===== src/rtl/pu_program_loader_if.sv =====
// Byte-stream input and program-memory write port of the microcode program loader.
// The loader uses the slave view; the host/memory side uses the master view.
interface pu_program_loader_if #(
    parameter int MICROCODE_WIDTH = 16,
    parameter int PROGRAM_SIZE    = 200,
    parameter int ADDR_WIDTH      = $clog2(PROGRAM_SIZE)
);
    logic [7:0]                 in_data;
    logic                       in_valid;
    logic                       in_ready;
    logic                       mem_we;
    logic [ADDR_WIDTH-1:0]      mem_addr;
    logic [MICROCODE_WIDTH-1:0] mem_data;

    modport slave (
        input  in_data, in_valid,
        output in_ready, mem_we, mem_addr, mem_data
    );

    modport master (
        output in_data, in_valid,
        input  in_ready, mem_we, mem_addr, mem_data
    );
endinterface


===== src/rtl/pu_program_loader.sv =====
// Loads a framed, XOR-checksummed byte stream into microcode program memory and
// keeps the sequencer in reset until the whole frame has been verified.
module pu_program_loader #(
    parameter int MICROCODE_WIDTH = 16,
    parameter int PROGRAM_SIZE    = 200,
    parameter int ADDR_WIDTH      = $clog2(PROGRAM_SIZE),
    parameter int BYTES_PER_WORD  = (MICROCODE_WIDTH + 7) / 8
) (
    input  logic                clk,
    input  logic                rst,
    pu_program_loader_if.slave  bus,
    output logic                sequencer_rst,
    output logic                busy,
    output logic                done,
    output logic                error
);

    localparam int BUF_W  = BYTES_PER_WORD * 8;
    localparam int BIDX_W = (BYTES_PER_WORD > 1) ? $clog2(BYTES_PER_WORD) : 1;
    localparam logic [15:0] MAX_LEN = 16'(PROGRAM_SIZE);

    localparam logic [2:0] ST_LEN_LO = 3'd0;
    localparam logic [2:0] ST_LEN_HI = 3'd1;
    localparam logic [2:0] ST_CHECK  = 3'd2;
    localparam logic [2:0] ST_DATA   = 3'd3;
    localparam logic [2:0] ST_CSUM   = 3'd4;
    localparam logic [2:0] ST_ERROR  = 3'd5;

    logic [2:0]            state;
    logic [15:0]           len;
    logic [7:0]            csum_acc;
    logic [ADDR_WIDTH-1:0] word_idx;
    logic [BIDX_W-1:0]     byte_idx;
    logic [BUF_W-1:0]      word_buf;
    logic [BUF_W-1:0]      assembled;
    logic                  xfer;
    logic                  last_byte;
    logic                  last_word;

    // CHECK is the only state that refuses bytes; ERROR keeps draining the stream.
    assign bus.in_ready = (state != ST_CHECK);
    assign xfer         = bus.in_valid && bus.in_ready;
    assign busy         = (state != ST_LEN_LO);
    assign last_byte    = (byte_idx == BIDX_W'(BYTES_PER_WORD - 1));
    assign last_word    = (32'(word_idx) == (32'(len) - 32'd1));

    // The final byte of a word goes straight into the write data, so the word
    // is written one cycle after its last handshake without an extra stage.
    always_comb begin
        assembled = word_buf;
        assembled[BUF_W-1 -: 8] = bus.in_data;
    end

    always_ff @(posedge clk) begin
        if (rst) begin
            state         <= ST_LEN_LO;
            len           <= '0;
            csum_acc      <= '0;
            word_idx      <= '0;
            byte_idx      <= '0;
            word_buf      <= '0;
            bus.mem_we    <= 1'b0;
            bus.mem_addr  <= '0;
            bus.mem_data  <= '0;
            sequencer_rst <= 1'b0;
            done          <= 1'b0;
            error         <= 1'b0;
        end else begin
            bus.mem_we <= 1'b0;
            done       <= 1'b0;
            case (state)
                ST_LEN_LO: begin
                    if (xfer) begin
                        len[7:0]      <= bus.in_data;
                        csum_acc      <= bus.in_data;
                        sequencer_rst <= 1'b1;
                        state         <= ST_LEN_HI;
                    end
                end
                ST_LEN_HI: begin
                    if (xfer) begin
                        len[15:8] <= bus.in_data;
                        csum_acc  <= csum_acc ^ bus.in_data;
                        state     <= ST_CHECK;
                    end
                end
                ST_CHECK: begin
                    if (len == 16'd0 || len > MAX_LEN) begin
                        error <= 1'b1;
                        state <= ST_ERROR;
                    end else begin
                        word_idx <= '0;
                        byte_idx <= '0;
                        state    <= ST_DATA;
                    end
                end
                ST_DATA: begin
                    if (xfer) begin
                        csum_acc <= csum_acc ^ bus.in_data;
                        word_buf[{byte_idx, 3'b000} +: 8] <= bus.in_data;
                        if (last_byte) begin
                            byte_idx     <= '0;
                            bus.mem_we   <= 1'b1;
                            bus.mem_addr <= word_idx;
                            bus.mem_data <= assembled[MICROCODE_WIDTH-1:0];
                            if (last_word) begin
                                state <= ST_CSUM;
                            end else begin
                                word_idx <= word_idx + ADDR_WIDTH'(1);
                            end
                        end else begin
                            byte_idx <= byte_idx + BIDX_W'(1);
                        end
                    end
                end
                ST_CSUM: begin
                    if (xfer) begin
                        if (bus.in_data == csum_acc) begin
                            sequencer_rst <= 1'b0;
                            done          <= 1'b1;
                            state         <= ST_LEN_LO;
                        end else begin
                            error <= 1'b1;
                            state <= ST_ERROR;
                        end
                    end
                end
                default: begin
                    // ERROR (and any illegal encoding) is held until rst.
                    error         <= 1'b1;
                    sequencer_rst <= 1'b1;
                    state         <= ST_ERROR;
                end
            endcase
        end
    end

endmodule


===== src/flat_wrapper.sv =====
// flat-port wrapper written by rule: the top's interface ports become plain ports
module pu_program_loader_flat 
#(
    parameter int MICROCODE_WIDTH = 16,
    parameter int PROGRAM_SIZE    = 200,
    parameter int ADDR_WIDTH      = $clog2(PROGRAM_SIZE),
    parameter int BYTES_PER_WORD  = (MICROCODE_WIDTH + 7) / 8
)
  (clk, rst, sequencer_rst, busy, done, error, bus_in_data, bus_in_valid, bus_in_ready, bus_mem_we, bus_mem_addr, bus_mem_data);
  pu_program_loader_if #(.MICROCODE_WIDTH(MICROCODE_WIDTH), .PROGRAM_SIZE(PROGRAM_SIZE), .ADDR_WIDTH(ADDR_WIDTH)) bus_i ();
  input  logic clk;
  input  logic rst;
  output logic sequencer_rst;
  output logic busy;
  output logic done;
  output logic error;
  input wire logic [$bits(bus_i.in_data)-1:0] bus_in_data;
  input wire logic [$bits(bus_i.in_valid)-1:0] bus_in_valid;
  output wire logic [$bits(bus_i.in_ready)-1:0] bus_in_ready;
  output wire logic [$bits(bus_i.mem_we)-1:0] bus_mem_we;
  output wire logic [$bits(bus_i.mem_addr)-1:0] bus_mem_addr;
  output wire logic [$bits(bus_i.mem_data)-1:0] bus_mem_data;
  assign bus_i.in_data = bus_in_data;
  assign bus_i.in_valid = bus_in_valid;
  assign bus_in_ready = bus_i.in_ready;
  assign bus_mem_we = bus_i.mem_we;
  assign bus_mem_addr = bus_i.mem_addr;
  assign bus_mem_data = bus_i.mem_data;
  pu_program_loader #(.MICROCODE_WIDTH(MICROCODE_WIDTH), .PROGRAM_SIZE(PROGRAM_SIZE), .ADDR_WIDTH(ADDR_WIDTH), .BYTES_PER_WORD(BYTES_PER_WORD)) u_core (.clk(clk), .rst(rst), .bus(bus_i), .sequencer_rst(sequencer_rst), .busy(busy), .done(done), .error(error));
endmodule

===== config.mk =====
export PLATFORM = sky130hd
export DESIGN_NAME = pu_program_loader_flat
export DESIGN_NICKNAME = d
export VERILOG_FILES = /design/src/rtl/pu_program_loader_if.sv /design/src/rtl/pu_program_loader.sv /design/src/flat_wrapper.sv
export SDC_FILE = /design/constraint.sdc
export NUM_CORES = 1
export LEC_CHECK = 0
export CORE_MARGIN = 2
export CORE_UTILIZATION = 24
export DETAILED_ROUTE_END_ITERATION = 10
export GPL_ROUTABILITY_DRIVEN = 1
export PLACE_DENSITY_LB_ADDON = 0.2
export SYNTH_ARGS = -nofsm -noshare
export SYNTH_HDL_FRONTEND = slang
export SYNTH_SLANG_ARGS = --single-unit

===== constraint.sdc =====
create_clock -name clk -period 5.8 [get_ports clk]
set_input_delay 1.16 -clock clk [delete_from_list [all_inputs] [get_ports clk]]
set_output_delay 1.16 -clock clk [all_outputs]
set_load 0.02 [all_outputs]

==> results.tsv, run 1 <==
stage	metric	value	unit
outcome	status	complete, no violations	
synthesis	ys_ff_latch	72	
drt	dr_total_vias	3168	
setup_path	crit_slowest_cell	clkdlybuf4s50_1	
clocking	htree_levels	3	
floorplan	initial_utilization	24.4	%
clocking	cts_made_buffers	9	
setup_path	path_depth	4	
placement	dpl.hpwl	6440	microns
timing	rsz0062_at_grt	no	
synthesis	syn-num-nets	465	
timing	slew_viol_final	0	
clocking	post_cts_buffers	0	
global_route	grt_pass1_vias	2994	
final_layout	post_route_cells_drive_above_1_share	6.34	%
power	powerDensity	300	nW/um^2
setup_path	rr_worst_depth	8	
clocking	cts_tree	yes	
drt	finalWirelength	9510	microns
clocking	cts_resized	0	
setup_path	crit_buf_inv	2	
setup_path	crit_family	buffers and inverters	
synthesis	synth_area	3540	sq um
timing	worst_slew_pin_slew	1.04	ns
placement	placed_cell_area	4030	sq um
global_route	grt_max_degree	65	
global_route	grt_overflow_total	0	
timing	fin_skew	0.00675	ns
timing	max_freq	308	MHz
setup_path	endpoint_kind	output pin	
setup_path	r2r_start	u_core.state[0]$_SDFFE_PP0P_	
floorplan	die_area	15700	sq um
setup_path	max_stage_delay	0.55	ns
setup_path	path_class	reg2out	
power	p_leak	1.45	nW
hold_path	min_path_type	reg2reg	
placement	place_congestion	0.813	
setup_path	worstPathMaxFanout	12	
final_layout	fillers	1566	
hold_path	min-delay-start	u_core.word_buf[2]$_SDFFE_PP0P_	
floorplan	ioPinCount	41	
timing	hold_viol_final	0	
timing	slew_headroom	30.4	%
flow_run	maxCapViolations	0	
synthesis	synth-main-ff-cell	dfxtp_1	
synthesis	synth_cells	451	
synthesis	synth_area_per_cell	7.85	sq um
hold_path	hold_end	u_core.bus.mem_data[2]$_SDFFE_PP0P_	
global_route	antenna_found_initial	0	
floorplan	num_rows	44	
drt	first_pass_iters	4	
drt	first_iter_violations	122	
setup_path	required	4.64	ns
drt	drtAntennaViolNets	0	
clocking	path_clk_slew	0.06	ns
drt	via_per_inst	4.82	
synthesis	async_reset_ff_share	0	%
synthesis	synth-edff-count	0	
floorplan	core	14500	sq um
final_layout	syn_to_final_growth	23.0	%
global_route	grt_pass1_wl	15400	microns
timing	setup_viol	0	
final_layout	n_antenna_cell	0	
placement	port_buffers	40	
floorplan	die_y	125	microns
clocking	ctsLongestPathBuffers	2	
timing	setup_tns	0	ns
floorplan	die_w	125	microns
final_layout	final_cell_area	4350	sq um
synthesis	synthDistinctLibCells	56	
clocking	clock-sinks	72	
setup_path	cp_data_arrival_time	2.08	ns
power	vdd_drop_max	0.135	mV
clocking	root_buffer	clkbuf_16	
final_layout	nets	482	
setup_path	reg2reg_setup_slack	2.83	ns
setup_path	r2r-end	u_core.word_idx[7]$_SDFFE_PP0P_	
synthesis	ys_seq_area_share	40.7	%
drt	wl_per_cell	14.5	microns
global_route	track_usage	12.1	%
clocking	post_cts_hold_buffer_count	0	
drt	drc	0	
synthesis	yosys_warnings	0	
timing	timing.final.crit_share	55.9	%
setup_path	crit_path_cell_trace	nand2b_1 -> nor2_1 -> inv_1 -> clkdlybuf4s50_1	
setup_path	start_kind	register	
hold_path	holdPathStages	2	
timing	fin_crit	3.24	ns
clocking	clk_latency	0.33	ns
per-layer routing:
metal,track usage [%],share of wire (%),vias up
met3,2.57,3.2,13
met4,5.03,1.8,0
met2,19.5,48,51
met5,0,0,-
li1,-,-,1606
met1,15.8,47,1498
cell type report:
| cell class | count | area (sq um) | area share (%) |
|---|---|---|---|
| clock buffers | 9 | 225 | 5.18 |
| clock inverters | 7 | 93.8 | 2.16 |
| inverters | 9 | 33.8 | 0.776 |
| multi-input cells | 334 | 1920 | 44.0 |
| flip-flops and latches | 72 | 1440 | 33.1 |
| well taps | 184 | 230 | 5.29 |
| repair buffers | 42 | 410 | 9.43 |
cells by family (layout without fill, tap and decap cells):
family                   count (synthesis)  after routing  share of synthesized area, %
AO/OA/AOI/OAI                          106            106                          18.1
XOR/XNOR                                14             14                          3.47
adder cells (fa/ha/maj)                  3              3                          1.06
buffers and inverters                   45             67                          5.09
flip-flops                              72             72                          40.7
multiplexers                             8              8                          2.26
AND/OR/NAND/NOR                        203            203                          29.3
cell usage in the layout (no fill, tap or decap), types with 2 or more instances in the layout:
master | netlist | final
or4_4 | 2 | 2
o21ai_0 | 20 | 20
nor3_1 | 12 | 12
nand3b_1 | 2 | 2
and2_1 | 2 | 2
clkinv_2 | 0 | 2
a21boi_0 | 2 | 2
a211oi_1 | 2 | 2
nor2_1 | 29 | 29
inv_1 | 9 | 9
or4_1 | 4 | 4
nor4_4 | 2 | 2
xnor2_1 | 11 | 11
o21ai_1 | 6 | 6
mux2i_1 | 8 | 8
nor3b_1 | 2 | 2
and3_1 | 3 | 3
ha_1 | 3 | 3
clkbuf_16 | 0 | 9
nor4_1 | 2 | 2
buf_4 | 1 | 2
dfxtp_1 | 72 | 72
a21oi_1 | 53 | 53
nand4_1 | 8 | 8
or3_1 | 11 | 11
a32oi_1 | 8 | 8
clkinvlp_4 | 0 | 2
clkdlybuf4s50_1 | 0 | 39
nand2b_1 | 5 | 5
xor2_1 | 3 | 3
nand3_1 | 2 | 2
nand2_1 | 100 | 100
bufinv_16 | 0 | 2
nor2b_1 | 7 | 7
worst max-delay path by stage:
stage | from | to | slack, ns
after global placement | bus_in_valid | u_core.word_idx[0]$_SDFFE_PP0P_ | 2.45
after floorplan | bus_in_valid | u_core.word_idx[6]$_SDFFE_PP0P_ | 3.21
after CTS | u_core.state[1]$_SDFFE_PP0P_ | bus_in_ready | 2.56
after detailed placement | bus_in_valid | u_core.word_idx[0]$_SDFFE_PP0P_ | 2.45
final | u_core.state[1]$_SDFFE_PP0P_ | bus_in_ready | 2.56
after global routing | u_core.state[1]$_SDFFE_PP0P_ | bus_in_ready | 2.45
registers in the layout, summed over array words and instances (netlist names):
| name | flops |
|---|---|
| u_core.bus.mem_data | 16 |
| u_core.state | 3 |
| u_core.bus.mem_we | 1 |
| u_core.word_buf | 8 |
| u_core.sequencer_rst | 1 |
| u_core.word_idx | 8 |
| u_core.csum_acc | 8 |
| u_core.done | 1 |
| u_core.byte_idx | 1 |
| u_core.len | 16 |
| u_core.bus.mem_addr | 8 |
| u_core.error | 1 |
worst register-to-register path: cells and delay by family (launching register included):
kind	cells	cell delay, ns
compound gates	2	0.33
buf+inv	1	0.31
flops	1	0.56
simple gates	5	1.71
report_power, final:
| part | switching [W] | internal (W) | leakage, nW | total, W |
|---|---|---|---|---|
| combinational | 0.000103 | 0.0000708 | 0.716 | 0.000174 |
| clock | 0.000220 | 0.000376 | 0.152 | 0.000597 |
| sequential | 0.0000248 | 0.000510 | 0.584 | 0.000534 |
| total | 0.000348 | 0.000957 | 1.45 | 0.00130 |
through the flow:
step / instances / util [%] / worst slack, ns / hold slack (ns) / power (W)
after floorplan: 451 / - / 3.21 / 0.431 / 0.000672
after global placement: 641 / 27.9 / 2.45 / 0.441 / 0.000717
after detailed placement: 641 / 27.9 / 2.45 / 0.445 / 0.000719
after CTS: 657 / 30.1 / 2.56 / 0.453 / 0.00132
after global routing: 657 / 30.1 / 2.45 / 0.473 / 0.00137
final: 657 / 30.1 / 2.56 / 0.450 / 0.00130
synth_stat cells, types with 2 or more instances:
library cell | instances | area share, %
a211oi_1 | 2 | 0.42
a21boi_0 | 2 | 0.42
a21oi_1 | 53 | 7.5
a32oi_1 | 8 | 2.0
and2_1 | 2 | 0.35
and3_1 | 3 | 0.53
buf_2 | 6 | 0.85
clkbuf_1 | 29 | 3.1
dfxtp_1 | 72 | 41
ha_1 | 3 | 1.1
inv_1 | 9 | 0.95
mux2i_1 | 8 | 2.3
nand2_1 | 100 | 11
nand2b_1 | 5 | 0.88
nand3_1 | 2 | 0.28
nand3b_1 | 2 | 0.42
nand4_1 | 8 | 1.4
nor2_1 | 29 | 3.1
nor2b_1 | 7 | 1.2
nor3_1 | 12 | 1.7
nor3b_1 | 2 | 0.42
nor4_1 | 2 | 0.35
nor4_4 | 2 | 1.2
o21ai_0 | 20 | 2.8
o21ai_1 | 6 | 0.85
or3_1 | 11 | 1.9
or4_1 | 4 | 0.85
or4_4 | 2 | 0.64
xnor2_1 | 11 | 2.7
xor2_1 | 3 | 0.74
Power figures use the tool's default switching activity.
==> run 2: changes to the inputs <==
clock period = 2.8 ns   (was 5.8 ns; I/O delays follow)
==> results.tsv, run 2 (synthesis results as in run 1) <==
stage	metric	value	unit
outcome	status	complete, no violations	
power	power_frac_clock	43.7	%
setup_path	rr_worst_depth	9	
drt	dr_wl_met2	4880	microns
floorplan	initial_utilization	24.4	%
power	p_leak	1.56	nW
drt	drtAntennaViolNets	0	
power	p_seq_share	41.1	%
setup_path	cp_data_arrival_time	2.83	ns
clocking	cts_made_buffers	9	
timing	max_freq	380	MHz
setup_path	reg2reg_setup_slack	0.17	ns
drt	dr_total_vias	3277	
timing	timing.final.crit_share	94.0	%
timing	rsz0062_at_grt	no	
timing	hold-worst-slack	0.451	ns
power	combPwrFrac	15.2	%
drt	wl_met1	4450	microns
hold_path	holdPathStages	2	
hold_path	min-delay-start	u_core.error$_SDFFE_PP0P_	
floorplan	core	14500	sq um
clocking	path_clk_slew	0.06	ns
drt	wl_per_cell	14.8	microns
timing	setup_tns	0	ns
floorplan	die_area	15700	sq um
clocking	ctsLongestPathBuffers	2	
setup_path	endpoint_kind	register	
placement	place_congestion	0.863	
setup_path	crit_slowest_cell	or4_1	
drt	drc	0	
clocking	post_cts_hold_buffer_count	0	
drt	via_per_inst	4.83	
setup_path	crit_family	simple AND/OR/NAND/NOR gates	
flow_run	maxCapViolations	0	
setup_path	crit_path_cell_trace	inv_1 -> ha_1 -> nand2b_1 -> o211a_1 -> o31ai_1 -> nand4b_4 -> or4_1 -> nand3_1 -> a211oi_1	
final_layout	fillers	1595	
global_route	track_usage	12.8	%
clocking	root_buffer	clkbuf_16	
drt	highest_layer	met4	
global_route	grt_pass1_wl	16300	microns
drt	first_pass_iters	4	
setup_path	r2r_start	u_core.len[1]$_SDFFE_PP0P_	
placement	port_buffers	40	
setup_path	max_stage_delay	0.54	ns
setup_path	start_kind	register	
clocking	cts_tree	yes	
power	netSwitchingFraction	27.8	%
floorplan	die_w	125	microns
timing	setup_slack	0.168	ns
final_layout	final_common_cell	nand2_1	
power	vdd_drop_max	0.246	mV
final_layout	seqCellArea	1440	sq um
final_layout	n_antenna_cell	0	
clocking	htree_levels	3	
final_layout	nets	503	
setup_path	required	3.00	ns
global_route	grt_pass1_vias	3245	
setup_path	worstPathMaxFanout	8	
power	p_total	0.00267	W
final_layout	top_regs	u_core.bus.mem_data (16), u_core.len (16)	
power	switching_power	0.000742	W
timing	fin_skew	0.00619	ns
global_route	antenna_found_initial	0	
timing	setup_viol	0	
timing	slew_headroom	59.9	%
final_layout	final_cell_mix	100 x nand2_1, 72 x dfxtp_1, 53 x a21oi_1	
floorplan	num_rows	44	
hold_path	hold_end	u_core.error$_SDFFE_PP0P_	
drt	finalWirelength	10000	microns
setup_path	crit_buf_inv	1	
drt	first_iter_violations	126	
setup_path	r2r-end	u_core.state[1]$_SDFFE_PP0P_	
global_route	grt_max_degree	57	
floorplan	ioPinCount	41	
power	p_int	0.00193	W
drt	wl_met3	483	microns
timing	fin_crit	2.63	ns
setup_path	path_class	reg2reg	
timing	slew_viol_final	0	
placement	dpl.hpwl	7140	microns
power	powerDensity	592	nW/um^2
timing	worst_slew_pin_slew	0.601	ns
final_layout	multiInputGateArea	1930	sq um
placement	placed_cell_area	4180	sq um
global_route	grt_overflow_total	0	
final_layout	final_cell_area	4510	sq um
clocking	clock-sinks	72	
final_layout	syn_to_final_growth	27.4	%
final_layout	post_route_cells_drive_above_1_share	10.9	%
placement	post-place-ws	0.119	ns
hold_path	min_path_type	reg2reg	
timing	hold_viol_final	0	
clocking	clk_latency	0.33	ns
floorplan	die_y	125	microns
## run 2: cell types whose count changed in the layout (fill, tap and decap cells not counted), sizes merged
cell | previous run | this run
buf | 3 | 24
inv | 10 | 12
bufinv | 2 | 1
clkinvlp | 2 | 1
## run 2: final cells by class
cell class | instances | area share, %
clock buffer | 9 | 5.00
clock inverter | 7 | 1.72
inverter | 9 | 0.749
multi-input combinational | 334 | 42.9
sequential | 72 | 32.0
tap | 184 | 5.11
timing repair buffer | 63 | 12.6
## run 2: worst max path at each step
stage / start / endpoint / cells past startpoint
after floorplan: u_core.len[0]$_SDFFE_PP0P_ / u_core.state[1]$_SDFFE_PP0P_ / 10
after global placement: u_core.len[1]$_SDFFE_PP0P_ / u_core.word_idx[4]$_SDFFE_PP0P_ / 9
after detailed placement: u_core.len[1]$_SDFFE_PP0P_ / u_core.word_idx[5]$_SDFFE_PP0P_ / 9
after CTS: u_core.len[1]$_SDFFE_PP0P_ / u_core.word_idx[5]$_SDFFE_PP0P_ / 9
after global routing: u_core.len[1]$_SDFFE_PP0P_ / u_core.state[1]$_SDFFE_PP0P_ / 9
final: u_core.len[1]$_SDFFE_PP0P_ / u_core.state[1]$_SDFFE_PP0P_ / 9
## run 2: tightest hold or removal path, cell delays in order (launching register included)
cell and delay [ns]:
dfxtp_1 0.31, inv_1 0.05, a21oi_1 0.05
## run 2: stage by stage
step / utilization, % / std cells
after floorplan: - / 451
after global placement: 28.9 / 661
after detailed placement: 28.9 / 661
after CTS: 31.0 / 677
after global routing: 31.1 / 678
final: 31.1 / 678
## run 2: routing by layer
metal  global-route usage (%)  vias up
li1                         -     1642
met5                        0        -
met4                     4.97        0
met2                     21.8       87
met1                     15.9     1533
met3                     2.61       15
## run 2: power by group through the flow
stage	Combinational (W)	Clock, W	Sequential [W]
CTS	0.000402	0.00121	0.00110
global placement	0.000400	0	0.00112
detailed placement	0.000400	0	0.00112
finish	0.000405	0.00117	0.00110
global route	0.000447	0.00124	0.00110
floorplan	0.000288	0	0.00110
## run 2: what timing repair did
item | in CTS | in global routing
setup buffers | 0 | 1
endpoints found under the setup margin | 0 | 10
resized for setup | 0 | 3
